===== config.mk =====
export PLATFORM = sky130hd
export DESIGN_NAME = uart_receiver
export DESIGN_NICKNAME = d
export VERILOG_FILES = /design/src/rtl/uart_receiver_pkg.sv /design/src/rtl/uart_rx_sync.sv /design/src/rtl/uart_receiver.sv
export SDC_FILE = /design/constraint.sdc
export NUM_CORES = 1
export LEC_CHECK = 0
export ABC_AREA = 1
export BUFFER_PORTS_ARGS = -buffer_cell sky130_fd_sc_hd__buf_2
export CAP_MARGIN = 10
export CORE_MARGIN = 5
export CORE_UTILIZATION = 48
export CTS_CLUSTER_DIAMETER = 50
export DETAILED_ROUTE_END_ITERATION = 7
export GPL_TIMING_DRIVEN = 0
export PLACE_DENSITY = 0.77
export SLEW_MARGIN = 30
export SYNTH_ARGS = -nofsm -noshare
export SYNTH_HDL_FRONTEND = slang
export SYNTH_SLANG_ARGS = --single-unit

===== constraint.sdc =====
create_clock -name clk -period 2.7 [get_ports clk]
set_input_delay 0.135 -clock clk [delete_from_list [all_inputs] [get_ports clk]]
set_output_delay 0.135 -clock clk [all_outputs]
set_load 0.01 [all_outputs]

===== src/rtl/uart_receiver_pkg.sv =====
// Shared definitions for the UART receive path.
// Holds the receiver FSM state encodings and the default bit period, which is
// the same value the UART transmitter uses so the two ends stay in lockstep.
package uart_receiver_pkg;

    // Receiver FSM states; the encodings are visible on the debug state port.
    typedef enum logic [1:0] {
        RX_STATE_IDLE  = 2'd0,
        RX_STATE_START = 2'd1,
        RX_STATE_DATA  = 2'd2,
        RX_STATE_STOP  = 2'd3
    } rx_state_e;

    // Default clk cycles per UART bit, shared with the transmitter.
    localparam int UART_CLKS_PER_BIT = 279;

endpackage


===== src/rtl/uart_rx_sync.sv =====
// Two-flop synchronizer for the asynchronous serial RX line.
// Ports:
//   clk  - system clock
//   rst  - asynchronous active-high reset; both flops reset to 1 (line idle)
//   din  - raw serial input, asynchronous to clk
//   dout - synchronized line value
module uart_rx_sync (
    input  logic clk,
    input  logic rst,
    input  logic din,
    output logic dout
);

    logic meta_r;
    logic sync_r;

    // Two-stage resynchronization of din into the clk domain.
    always_ff @(posedge clk or posedge rst) begin
        if (rst) begin
            meta_r <= 1'b1;
            sync_r <= 1'b1;
        end else begin
            meta_r <= din;
            sync_r <= meta_r;
        end
    end

    assign dout = sync_r;

endmodule


===== src/rtl/uart_receiver.sv =====
// UART receiver, 8N1, LSB first, idle-high line.
// Samples each bit at its centre: the start bit is re-checked half a bit after
// the falling edge, then every following bit one full bit period later.
// Ports:
//   clk       - system clock, all logic on posedge
//   rst       - asynchronous active-high reset
//   din       - serial line (asynchronous, idle = 1)
//   data_rx   - last good byte, held until the next good byte
//   valid     - 1-cycle pulse when data_rx is updated
//   frame_err - 1-cycle pulse when the stop bit was sampled 0 (byte dropped)
//   busy      - 1 while a frame is in progress
//   state     - FSM state, debug only
module uart_receiver
    import uart_receiver_pkg::*;
#(
    parameter int CLKS_PER_BIT = UART_CLKS_PER_BIT,
    parameter int CNT_W        = 9
) (
    input  logic       clk,
    input  logic       rst,
    input  logic       din,
    output logic [7:0] data_rx,
    output logic       valid,
    output logic       frame_err,
    output logic       busy,
    output logic [1:0] state
);

    localparam logic [CNT_W-1:0] HALF = CNT_W'((CLKS_PER_BIT - 1) / 2);
    localparam logic [CNT_W-1:0] LAST = CNT_W'(CLKS_PER_BIT - 1);

    logic             rxs_s;
    rx_state_e        state_r,  state_nxt_s;
    logic [CNT_W-1:0] cnt_r,    cnt_nxt_s;
    logic [2:0]       idx_r,    idx_nxt_s;
    logic [7:0]       shift_r,  shift_nxt_s;
    logic [7:0]       data_r,   data_nxt_s;
    logic             valid_r,  valid_nxt_s;
    logic             ferr_r,   ferr_nxt_s;
    logic             armed_r,  armed_nxt_s;
    logic             busy_r;

    uart_rx_sync u_sync (
        .clk  (clk),
        .rst  (rst),
        .din  (din),
        .dout (rxs_s)
    );

    // State, datapath and registered output flops.
    always_ff @(posedge clk or posedge rst) begin
        if (rst) begin
            state_r <= RX_STATE_IDLE;
            cnt_r   <= '0;
            idx_r   <= 3'd0;
            shift_r <= 8'd0;
            data_r  <= 8'd0;
            valid_r <= 1'b0;
            ferr_r  <= 1'b0;
            armed_r <= 1'b0;
            busy_r  <= 1'b0;
        end else begin
            state_r <= state_nxt_s;
            cnt_r   <= cnt_nxt_s;
            idx_r   <= idx_nxt_s;
            shift_r <= shift_nxt_s;
            data_r  <= data_nxt_s;
            valid_r <= valid_nxt_s;
            ferr_r  <= ferr_nxt_s;
            armed_r <= armed_nxt_s;
            busy_r  <= (state_nxt_s != RX_STATE_IDLE);
        end
    end

    // Next-state, bit counter, shift register and output strobe logic.
    always_comb begin
        state_nxt_s = state_r;
        cnt_nxt_s   = cnt_r;
        idx_nxt_s   = idx_r;
        shift_nxt_s = shift_r;
        data_nxt_s  = data_r;
        valid_nxt_s = 1'b0;
        ferr_nxt_s  = 1'b0;
        armed_nxt_s = armed_r;

        case (state_r)
            RX_STATE_IDLE: begin
                cnt_nxt_s = '0;
                idx_nxt_s = 3'd0;
                // A low line is only a start once the line has been seen idle,
                // so a reset or break in the middle of low data cannot start a frame.
                if (armed_r && !rxs_s) begin
                    state_nxt_s = RX_STATE_START;
                    armed_nxt_s = 1'b0;
                end else if (rxs_s) begin
                    armed_nxt_s = 1'b1;
                end else begin
                    armed_nxt_s = armed_r;
                end
            end

            RX_STATE_START: begin
                if (cnt_r == HALF) begin
                    cnt_nxt_s = '0;
                    if (!rxs_s) begin
                        state_nxt_s = RX_STATE_DATA;
                    end else begin
                        state_nxt_s = RX_STATE_IDLE;
                    end
                end else begin
                    cnt_nxt_s = cnt_r + CNT_W'(1);
                end
            end

            RX_STATE_DATA: begin
                if (cnt_r == LAST) begin
                    cnt_nxt_s          = '0;
                    shift_nxt_s[idx_r] = rxs_s;
                    if (idx_r == 3'd7) begin
                        state_nxt_s = RX_STATE_STOP;
                        idx_nxt_s   = 3'd0;
                    end else begin
                        idx_nxt_s = idx_r + 3'd1;
                    end
                end else begin
                    cnt_nxt_s = cnt_r + CNT_W'(1);
                end
            end

            RX_STATE_STOP: begin
                // Decide at mid stop bit; returning to IDLE half a bit early
                // lets a back-to-back start edge be caught.
                if (cnt_r == LAST) begin
                    cnt_nxt_s   = '0;
                    state_nxt_s = RX_STATE_IDLE;
                    if (rxs_s) begin
                        data_nxt_s  = shift_r;
                        valid_nxt_s = 1'b1;
                    end else begin
                        ferr_nxt_s = 1'b1;
                    end
                end else begin
                    cnt_nxt_s = cnt_r + CNT_W'(1);
                end
            end

            default: begin
                state_nxt_s = RX_STATE_IDLE;
                cnt_nxt_s   = '0;
                idx_nxt_s   = 3'd0;
            end
        endcase
    end

    assign data_rx   = data_r;
    assign valid     = valid_r;
    assign frame_err = ferr_r;
    assign busy      = busy_r;
    assign state     = state_r;

endmodule


==> flow_metrics.env, run 1 <==
export IMPL_outcome="completed"
export IMPL_fin_crit_sh_pct=54.9
export IMPL_required_ns=2.91
export IMPL_fmax_mhz=675
export IMPL_clkSinkCount=36
export IMPL_cts_clk_slew_worst_paths_ns=0.11
export IMPL_final_cells=282
export IMPL_cts_tree="built"
export IMPL_rr_worst_depth=9
export IMPL_power_total_w=0.00121
export IMPL_grt_overflow=0
export IMPL_synth_top_family_by_area="simple AND/OR/NAND/NOR gates"
export IMPL_crit_type="reg2reg"
export IMPL_synth_xor_area_share_pct=0.511
export IMPL_r2r_slack_ns=1.22
export IMPL_synth_compound_area_share_pct=3.29
export IMPL_vias=1329
export IMPL_vias_per_cell=4.71
export IMPL_core_area_sq_um=3390
export IMPL_antenna_found_initial=0
export IMPL_yosys_area_top_type="dfrtp_1"
export IMPL_htreeDepth=2
export IMPL_cts_root_buffer="clkbuf_4"
export IMPL_worstPathArrival_ns=1.69
export IMPL_mostFrequentLayoutCells="80 x nand2_1, 34 x dfrtp_1, 25 x nor2_1, 17 x inv_1, 15 x buf_2"
export IMPL_numCtsBuffers=5
export IMPL_core_rowCount=21
export IMPL_maxSlewViolCount=0
export IMPL_seqCellArea_sq_um=903
export IMPL_powerDensity_nw_per_um2=624
export IMPL_yosysWarnings=0
export IMPL_syn_avg_cell_area_sq_um=8.12
export IMPL_yosysTopAreaCellShare_pct=49.7
export IMPL_syn2layout_area_growth_pct=13.4
export IMPL_slowest_stage="dfrtp_1"
export IMPL_start_util_pct=50.5
export IMPL_synth_cells=211
export IMPL_rsz0062_at_grt="false"
export IMPL_antenna_cells=0
export IMPL_netlist_area_sq_um=1710
export IMPL_place_inst=272
export IMPL_ys_ff_latch=36
export IMPL_drv_cap=0
export IMPL_place_congestion=0.871
export IMPL_drt_pass1_iter_count=4
export IMPL_synth_area_mux_share_pct=0
export IMPL_grt_usage_pct=13.5
export IMPL_seq_area_frac_synth_pct=52.7
export IMPL_min_period_ns=1.48
export IMPL_final_common_cell="nand2_1"
export IMPL_critPathTopFamily="simple AND/OR/NAND/NOR gates"
export IMPL_critPathMaxFanout=7
export IMPL_synth_net_count=218
export IMPL_hold_class="reg2reg"
export IMPL_postCtsSetupBuffers=0
export IMPL_p_leak_nw=1.10
export IMPL_holdBufCountCts=2
export IMPL_nFillCells=322
export IMPL_die_h_microns=69.7
export IMPL_clockBufferDepth=2
export IMPL_rr_startpoint="cnt_r[0]$_DFF_PP0_"
export IMPL_final_layout_size_suffix_gt1_share_pct=16.9
export IMPL_cp_end_kind="register"
export IMPL_placed_area_sq_um=1850
export IMPL_hold_end="u_sync.dout$_DFF_PP1_"
export IMPL_cts_resized=0
export IMPL_io_buffers=15
export IMPL_r2r_end="cnt_r[6]$_DFF_PP0_"
export IMPL_hold_viol_final=0
export IMPL_cpPeakStageDelay_ns=0.41
export IMPL_slew_limit_headroom_pct=52.0
export IMPL_clk_latency_ns=0.32
export IMPL_timing_hold_ws_ns=0.363
export IMPL_yosys_area_share_simple_pct=34.3
export IMPL_multi_input_area_sq_um=702
export IMPL_netlist_top_cells_area="dfrtp_1 50%, nand2_1 18%, nor2_1 5.5%, inv_1 3.9%, dfstp_2 3.1%"
export IMPL_synth_fa_ha_area_share_pct=2.92
export IMPL_routedWlPerCell_microns=10.5
export IMPL_crit_chain="inv_1 -> ha_1 -> nand2_1 -> nor2_4 -> nand2_4 -> nand2_2 -> nand2_1 -> inv_2 -> nor3_1"
export IMPL_grt_pass1_vias=1260
export IMPL_cp_start_kind="register"
export IMPL_drcViolationCount=0
export IMPL_irDropWorstVdd_mv=0.356
export IMPL_grt_start_max_net_pins=37
export IMPL_finalNetCount=242
export IMPL_setup_tns_ns=0
export IMPL_ios=16
export IMPL_worst_path_buf_inv=2
export IMPL_clock_skew_ns=0.00967
export IMPL_fin_area_sq_um=1940
export IMPL_antenna_left=0
export IMPL_finalSetupViolations=0
export IMPL_wl_microns=2970
export IMPL_drtIter0Drc=56
export IMPL_dieArea_sq_um=4860
export IMPL_grt_first_pass_wirelength_microns=5390
export IMPL_holdPathStages=0
export IMPL_synth_distinct_cells=21
export IMPL_hpwl_microns=2240
export IMPL_dieWidth_microns=69.7
export IMPL_min_delay_start="u_sync.meta_r$_DFF_PP1_"
export IMPL_tightest_slew_ns=0.718
export IMPL_path_common_cell="nand2_1"
## how the worst max path moves through the flow
stage                       startpoint                endpoint  slack, ns  cells past startpoint
finish              cnt_r[0]$_DFF_PP0_      cnt_r[6]$_DFF_PP0_       1.22                      9
global placement    cnt_r[0]$_DFF_PP0_      cnt_r[6]$_DFF_PP0_       1.24                      9
global route        cnt_r[0]$_DFF_PP0_      cnt_r[6]$_DFF_PP0_       1.05                      9
CTS                 cnt_r[0]$_DFF_PP0_  shift_r[2]$_DFFE_PP0P_       1.21                      9
detailed placement  cnt_r[0]$_DFF_PP0_  shift_r[2]$_DFFE_PP0P_       1.22                      9
floorplan           cnt_r[0]$_DFF_PP0_  shift_r[2]$_DFFE_PP0P_       1.38                      9
## flip-flops by register name, indices dropped and copies added, names as in the netlist
signal,count
armed_r,1
busy,1
cnt_r,9
data_rx,8
frame_err,1
idx_r,3
shift_r,8
state,2
u_sync.dout,1
u_sync.meta_r,1
valid,1
## power breakdown
group / switching, W / internal, W
logic: 0.000138 / 0.0000725
clock network: 0.000167 / 0.000194
registers: 0.0000467 / 0.000594
## final cells by class
class	instances	area share [%]
sequential	36	46.5
multi-input combinational	148	36.1
inverter	25	5.15
timing repair buffer	17	4.90
tap	46	2.96
clock buffer	6	2.13
clock inverter	2	1.80
buffer	2	0.387
## synthesized netlist by cell type
| library cell | n |
|---|---|
| a31oi_1 | 1 |
| clkbuf_1 | 2 |
| clkinv_2 | 1 |
| clkinv_4 | 1 |
| dfrtp_1 | 34 |
| dfstp_2 | 2 |
| ha_1 | 4 |
| inv_1 | 18 |
| inv_2 | 5 |
| nand2_1 | 80 |
| nand2_2 | 2 |
| nand2_4 | 1 |
| nand3_1 | 5 |
| nand3_4 | 2 |
| nand4_1 | 8 |
| nor2_1 | 25 |
| nor2_2 | 1 |
| nor2_4 | 2 |
| nor3_1 | 6 |
| o21ai_0 | 10 |
| xor2_1 | 1 |
## cells by family (layout without fill, tap and decap cells)
kind of cell,count (synthesis),after routing
XOR/XNOR,1,1
adder cells (fa/ha/maj),4,4
flip-flops,36,36
buffers and inverters,27,52
AND/OR/NAND/NOR,132,132
AO/OA/AOI/OAI,11,11
## per-layer routing
layer / vias to the layer above / global-route usage, % / share of wire (%)
li1: 709 / - / -
met1: 594 / 17.2 / 48
met2: 21 / 21.7 / 46
met3: 5 / 3.77 / 4.5
met4: 0 / 5.32 / 1.5
met5: - / 0 / 0
## through the flow
step                      setup slack (ns)  utilization, %
after floorplan                       1.38               -
after global placement                1.24            54.4
after detailed placement              1.22            54.4
after CTS                             1.21            57.3
after global routing                  1.05            57.3
final                                 1.22            57.3
Power figures use the tool's default switching activity.
==> run 2, diff against run 1 <==
==> constraint.sdc (replaced) <==
create_clock -name clk -period 1.43 [get_ports clk]
set_input_delay 0.0715 -clock clk [delete_from_list [all_inputs] [get_ports clk]]
set_output_delay 0.0715 -clock clk [all_outputs]
set_load 0.01 [all_outputs]
==> flow_metrics.env, run 2 (synthesis results as in run 1) <==
export IMPL_clock_skew_ns=0.0115
export IMPL_powerDensity_nw_per_um2=1190
export IMPL_antenna_found_initial=0
export IMPL_grt_start_max_net_pins=37
export IMPL_clk_latency_ns=0.33
export IMPL_fin_area_sq_um=2190
export IMPL_drv_cap=0
export IMPL_crit_type="reg2reg"
export IMPL_place_ws_ns=-0.0483
export IMPL_timing_hold_ws_ns=0.363
export IMPL_final_common_cell="nand2_1"
export IMPL_required_ns=1.67
export IMPL_htreeDepth=2
export IMPL_fin_crit_sh_pct=104
export IMPL_finalSetupViolations=17
export IMPL_drcViolationCount=0
export IMPL_start_util_pct=50.5
export IMPL_cts_clk_slew_worst_paths_ns=0.11
export IMPL_die_h_microns=69.7
export IMPL_p_leak_nw=1.17
export IMPL_drt_pass1_iter_count=4
export IMPL_maxSlewViolCount=0
export IMPL_core_area_sq_um=3390
export IMPL_grt_usage_pct=14.7
export IMPL_cp_start_kind="register"
export IMPL_finalNetCount=251
export IMPL_hpwl_microns=2240
export IMPL_violations="setup timing"
export IMPL_rsz0062_at_grt="true"
export IMPL_slew_limit_headroom_pct=51.2
export IMPL_final_layout_size_suffix_gt1_share_pct=35.1
export IMPL_worstPathArrival_ns=1.72
export IMPL_min_period_ns=1.48
export IMPL_dieWidth_microns=69.7
export IMPL_grt_pass1_vias=1301
export IMPL_top_register="cnt_r"
export IMPL_numCtsBuffers=5
export IMPL_critPathMaxFanout=6
export IMPL_antenna_cells=0
export IMPL_drtIter0Drc=70
export IMPL_clkSinkCount=36
export IMPL_hold_viol_final=0
export IMPL_syn2layout_area_growth_pct=28.0
export IMPL_cts_tree="built"
export IMPL_fmax_mhz=675
export IMPL_clockBufferDepth=2
export IMPL_vias=1420
export IMPL_hold_class="reg2reg"
export IMPL_core_rowCount=21
export IMPL_tightest_slew_ns=0.731
export IMPL_cp_end_kind="register"
export IMPL_outcome="finished, violations left"
export IMPL_mostFrequentLayoutCells="64 x nand2_1, 34 x dfrtp_1, 17 x nor2_1, 15 x inv_1, 15 x buf_2"
export IMPL_routedWlPerCell_microns=12.5
export IMPL_final_cells=291
export IMPL_irDropWorstVdd_mv=0.774
export IMPL_ios=16
export IMPL_final_core_util_pct=64.7
export IMPL_place_inst=272
export IMPL_antenna_left=0
export IMPL_largest_reg_flops=9
export IMPL_cts_root_buffer="clkbuf_4"
export IMPL_dieArea_sq_um=4860
export IMPL_wl_microns=3640
export IMPL_placed_area_sq_um=1850
export IMPL_finalWorstSetupSlack_ns=-0.0513
export IMPL_grt_overflow=0
export IMPL_grt_first_pass_wirelength_microns=5780
export IMPL_io_buffers=15
export IMPL_place_congestion=0.871
export IMPL_vias_per_cell=4.88
## run 2: changes by cell type in the layout (fill, tap and decap cells not counted), moves of 4 or more
cell / change
buf_4: +4
nand2_1: -16
nand2_2: +11
nand2_4: +5
nor2_1: -8
nor2_2: +4
nor2_4: +4
o21ai_0: -7
o21ai_2: +4
## run 2: final cells by class
type / instances / area, sq um
Fill cell: 274 / 1200
Sequential cell: 36 / 903
Multi-Input combinational cell: 150 / 887
Timing Repair Buffer: 22 / 136
Inverter: 25 / 114
Tap cell: 46 / 57.6
Clock buffer: 6 / 41.3
Clock inverter: 2 / 35.0
Timing Repair inverter: 2 / 10.0
Buffer: 2 / 8.76
## run 2: where the power goes
part	total [W]	internal (W)	leakage, nW	switching, W
sequential	0.00123	0.00112	0.478	0.000109
combinational	0.000688	0.000297	0.646	0.000391
clock	0.000687	0.000367	0.0422	0.000320
## run 2: path summary, 6_finish.rpt
kind / startpoint / to / slack (ns) / cells past startpoint
worst max-delay path: cnt_r[0]$_DFF_PP0_ / shift_r[2]$_DFFE_PP0P_ / -0.05 / 9
worst min-delay path: u_sync.meta_r$_DFF_PP1_ / u_sync.dout$_DFF_PP1_ / 0.36 / 0
worst max register to register: cnt_r[0]$_DFF_PP0_ / shift_r[2]$_DFFE_PP0P_ / -0.05 / 9
worst min register to register: u_sync.meta_r$_DFF_PP1_ / u_sync.dout$_DFF_PP1_ / 0.36 / 0
max in group asynchronous: rst / cnt_r[4]$_DFF_PP0_ / 0.54 / 3
min in group asynchronous: rst / shift_r[2]$_DFFE_PP0P_ / 0.41 / 3
## run 2: critical path, cell delays in order, from the launching register on
cell and delay (ns):
dfrtp_1 0.42, inv_2 0.09, ha_4 0.13, nand2_4 0.05
nor2_4 0.20, nand3_4 0.17, nor2_4 0.14, nand2_1 0.07
nand2_1 0.07, nand2_1 0.05
## run 2: per-layer routing
layer / track usage [%] / part of all wire (%) / wire [microns]
met5: 0 / 0 / 0
met2: 23.9 / 48 / 1750
met1: 19.0 / 47 / 1700
met3: 3.77 / 4.2 / 153
met4: 5.11 / 1.2 / 44
## run 2: stage by stage
stage / power (W) / setup TNS, ns
finish: 0.00260 / -0.405
global route: 0.00275 / -2.56
CTS: 0.00234 / -0.0175
detailed placement: 0.00163 / -0.393
global placement: 0.00162 / -0.186
floorplan: 0.00153 / 0
## run 2: repair_timing
action                                  4_1_cts  5_1_grt
pin swaps                                     1       12
endpoints found under the setup margin       24       32
hold buffers                                  2        0
buffers inserted                              1        4
cloned                                        2        2
hold endpoints to repair                     35        0
resized for setup                             6       57
